==> src/rtl/q_6_6_beh.sv <==
// q_6_6_beh: WIDTH-bit register with synchronous parallel load and serial
// right shift. Serial data enters at the MSB and leaves at the LSB, so
// several instances can be chained SO -> SI to form a longer shift chain.
module q_6_6_beh #(
    parameter int WIDTH = 4
) (
    input  logic             clk,
    input  logic             rstn,
    input  logic             load,
    input  logic             shift,
    input  logic [WIDTH-1:0] I,
    input  logic             SI,
    output logic             SO,
    output logic [WIDTH-1:0] A
);

    // Register update: reset, then shift (beats load), then load, else hold.
    always_ff @(posedge clk) begin
        if (!rstn) begin
            A <= '0;
        end else if (shift) begin
            A <= {SI, A[WIDTH-1:1]};
        end else if (load) begin
            A <= I;
        end
    end

    // Serial output is taken straight from the register LSB, with no extra stage.
    assign SO = A[0];

endmodule

==> config.mk <==
export PLATFORM = sky130hd
export DESIGN_NAME = q_6_6_beh
export DESIGN_NICKNAME = d
export VERILOG_FILES = /design/src/rtl/q_6_6_beh.sv
export SDC_FILE = /design/constraint.sdc
export NUM_CORES = 1
export LEC_CHECK = 0
export CAP_MARGIN = 15
export CORE_AREA = 2 2 39 41
export DETAILED_ROUTE_END_ITERATION = 6
export DIE_AREA = 0 0 41 43
export GPL_TIMING_DRIVEN = 0
export SLEW_MARGIN = 25
export SYNTH_ARGS = -nofsm -noshare
export SYNTH_HDL_FRONTEND = slang
export SYNTH_SLANG_ARGS = --single-unit
==> constraint.sdc <==
create_clock -name clk -period 1.6 [get_ports clk]
set_input_delay 0.32 -clock clk [delete_from_list [all_inputs] [get_ports clk]]
set_output_delay 0.32 -clock clk [all_outputs]
set_load 0.03 [all_outputs]
After elaboration in Yosys (flattened, before gate mapping):

Index checks and enable logic that the tools add are counted.

* flip-flop bits (word level): 4
* word-level logic and storage cells: 4

* mux-type cells: 2
* reductions and logical operators: 1

Operators by type and width (number)
* $mux W4: 2
* $reduce_bool A2 Y1: 1

Logic depth before layout (Yosys ltp):

Gate-level depths: netlist (run 1).

* depth in word-level cells: 2
* depth in mapped cells: 2
* gate-level depth less buffers: 2

Worst setup path after synthesis (run 1):

No wires, ideal clock.

* path type: flip-flop to output port
* start: register A[0]
* end: output port A[0]
* arrival: 712 ps
* data required time: 1280 ps
* path slack: 568 ps
* stages on the path, launching flop included: 2
* buffers on the path: 1
* cells stage by stage: dfxtp_1 -> buf_4

RTL lines
* from (decl): RTL line 14 `output logic [WIDTH-1:0] A`
* from (signal assigned): RTL line 22 `A <= {SI, A[WIDTH-1:1]};`

No word-level cell between the ends.

Worst setup path after layout (run 1):

* start: register A[0]
* end: output port A[0]

No word-level cell between the ends.

==> flow_summary_export.csv, run 1 <==
group,metric,value,unit
sta,fin_skew,0.00102,ns
final_layout,largest_reg_flops,4,
floorplanning,fp.dieH,43,um
clock_tree,cts.reportedPaths.clkPinSlew,0.04,ns
floorplanning,initial_utilization,14.3,%
final_layout,area_delta_synth_final,89.9,%
global_route,gr-total-overflow,0,
global_route,gr-usage-all-layers,6.91,%
floorplanning,fp.dieW,41,um
synth,ys_seq_elements,4,
min_path,hp-class,"register to register",
setup_path,required,1.28,ns
synth,async_flop_share,0,%
sta,maxSlewHeadroom,78.6,%
placed_design,place_ws,0.0461,ns
clock_tree,cts_hold_buf,0,
setup_path,worst_setup_path_end_kind,"output pin",
sta,rsz0062_at_grt,"false",
sta,period_needed,1.39,ns
clock_tree,cts-root-buf,"clkbuf_4",
synth,syn_avg_cell_area,11.6,sq um
clock_tree,post_cts_buffers,0,
synth,yosys-top-cells-count,"dfxtp_1 (4), mux2_1 (4), nand2b_1 (4), o211a_1 (4), buf_4 (1)",
setup_path,startpoint_type,"register",
placed_design,dpl_cell_area,348,sq um
final_layout,top_register,"A",
synth,synth_adder_area_share,0,%
synth,synth_nets,26,
synth,synth.distinct_cells,5,
synth,yosys_warnings,0,
global_route,grt_pass1_wl,738,um
synth,synthFlopType,"dfxtp_1",
global_route,grt_pass1_vias,192,
synth,synth_top_cell_by_area,"dfxtp_1",
synth,synth_top_area_share,40.5,%
floorplanning,die_area,1760,sq um
synth,synth_area_leaders,"dfxtp_1 (41%), mux2_1 (23%), o211a_1 (20%)",
pwr,power.density,843,nW/um^2
synth,synth-compound-area-share,20.3,%
clock_tree,cts_made_buffers,3,
sta,hold_viol_final,0,
final_layout,finalInstanceArea,375,sq um
flow_run,drv_cap,0,
sta,worst_pin_slew,0.320,ns
route,firstDrtPassIters,2,
route,ant_nets,0,
global_route,grt_max_degree,9,
route,wl_per_cell,10.9,um
setup_path,slowest_stage,"dlygate4sd2_1",
synth,yosysSeqAreaShare,40.5,%
floorplanning,io_pins,14,
floorplanning,core_area,1380,sq um
pwr,p_leak,0.225,nW
clock_tree,cts.sinks,4,
placed_design,dp_cells,46,
synth,synth_top_family_by_area,"multiplexers",
placed_design,port_buffers,13,
synth,synth_edf_count,0,
sta,drv_slew,0,
setup_path,cp.arrival,1.07,ns
clock_tree,htreeDepth,1,
outcome,status,"finished clean",
route,postRouteWirelength,535,um
route,drt_iter0_markers,2,
sta,fin_ws,0.212,ns
synth,synth_xor_area_share,0,%
setup_path,crit_type,"register to output pin",
sta,fin_hold_ws,0.588,ns
final_layout,layoutNonFillerInstCount,49,
pwr,ir_drop,0.200,mV
setup_path,cp_max_fo,3,
final_layout,drive_gt1_share,12.1,%
clock_tree,worstSkewPairLatency,0.23,ns
route,drcViolationCount,0,
global_route,antenna_found_initial,0,
synth,synthCells,17,
synth,synth_area,198,sq um
sta,final.setup.tns,0,ns
synth,yosys.area_share.simple,12.7,%
sta,timing.fmax,720,MHz
final_layout,largestRegisters,"A (4)",
route,drt-vias-per-instance,3.78,
final_layout,diodes,0,
clock_tree,clk_path_buf_depth,2,
floorplanning,rows,14,
synth,synthMuxAreaShare,22.8,%
placed_design,gp_congestion,0.599,
sta,setup_violations,0,
sta,finalCritPeriodShare,86.8,%
setup_path,critPathMaxStageDelay,0.38,ns
route,vias,185,
setup_path,path_cells,"buf_4 -> dlygate4sd2_1",
final_layout,nets,44,
clock_tree,tritoncts,"yes",
-- worst paths after layout --
kind                     startpoint                end  slack, ns  cells after the start
hold / removal    A[3]$_SDFFE_PN0P_  A[2]$_SDFFE_PN0P_       0.59                      2
hold reg to reg   A[3]$_SDFFE_PN0P_  A[2]$_SDFFE_PN0P_       0.59                      2
setup / recovery  A[0]$_SDFFE_PN0P_               A[0]       0.21                      2
setup reg to reg  A[1]$_SDFFE_PN0P_  A[1]$_SDFFE_PN0P_       0.68                      2
-- placed cells by master (no fill, tap or decap) --
cell type and instances:
dlygate4sd2_1 2, o211a_1 4, mux2_1 4, clkdlybuf4s50_1 8, nand2b_1 4, clkbuf_4 3, dfxtp_1 4, buf_4 1
dlymetal6s2s_1 3
-- metrics by stage --
step | utilization, % | total power [mW]
floorplan | - | 0.152
global placement | 25.1 | 0.196
detailed placement | 25.1 | 0.198
CTS | 26.6 | 0.326
global route | 27.1 | 0.333
finish | 27.1 | 0.317
-- where the power goes --
part / switching (mW) / total [mW] / internal [mW]
registers: 0.00488 / 0.113 / 0.108
clock network: 0.0412 / 0.125 / 0.0839
logic: 0.0349 / 0.0787 / 0.0438
-- critical path: cells and delay by family, from the launching register on --
family	cells	cell delay, ns
buffers and inverters	2	0.49
DFF	1	0.34
-- what timing repair did --
| action | in CTS | in global routing |
|---|---|---|
| endpoints found under the hold margin | 0 | 0 |
| pin swaps | 0 | 0 |
| gates cloned | 0 | 0 |
| gates resized for setup | 2 | 3 |
| endpoints found under the setup margin | 2 | 3 |
-- cell families after synthesis --
family | after synthesis
compound gates | 4
buf+inv | 1
flops | 4
mux | 4
simple gates | 4
-- per-layer routing --
layer	track usage, %	up-vias	part of all wire (%)
met5	0	-	0
met4	8.00	0	0
met3	3.66	0	19
met2	8.44	14	37
met1	7.35	76	43
li1	-	95	-
-- final cells by class --
type                            count  area (sq um)
Sequential cell                     4          80.1
Multi-Input combinational cell     12           110
Clock buffer                        3          22.5
Fill cell                         156          1010
Tap cell                           16          20.0
Timing Repair Buffer               13           135
Buffer                              1          7.51
No activity file was read; power rests on OpenSTA's default activity.
==> inputs of run 2 (changes only) <==
- GPL_ROUTABILITY_DRIVEN: unset -> 0
==> results of run 2 <==
The final DEF is identical to that of run 1; final timing and power are the same.
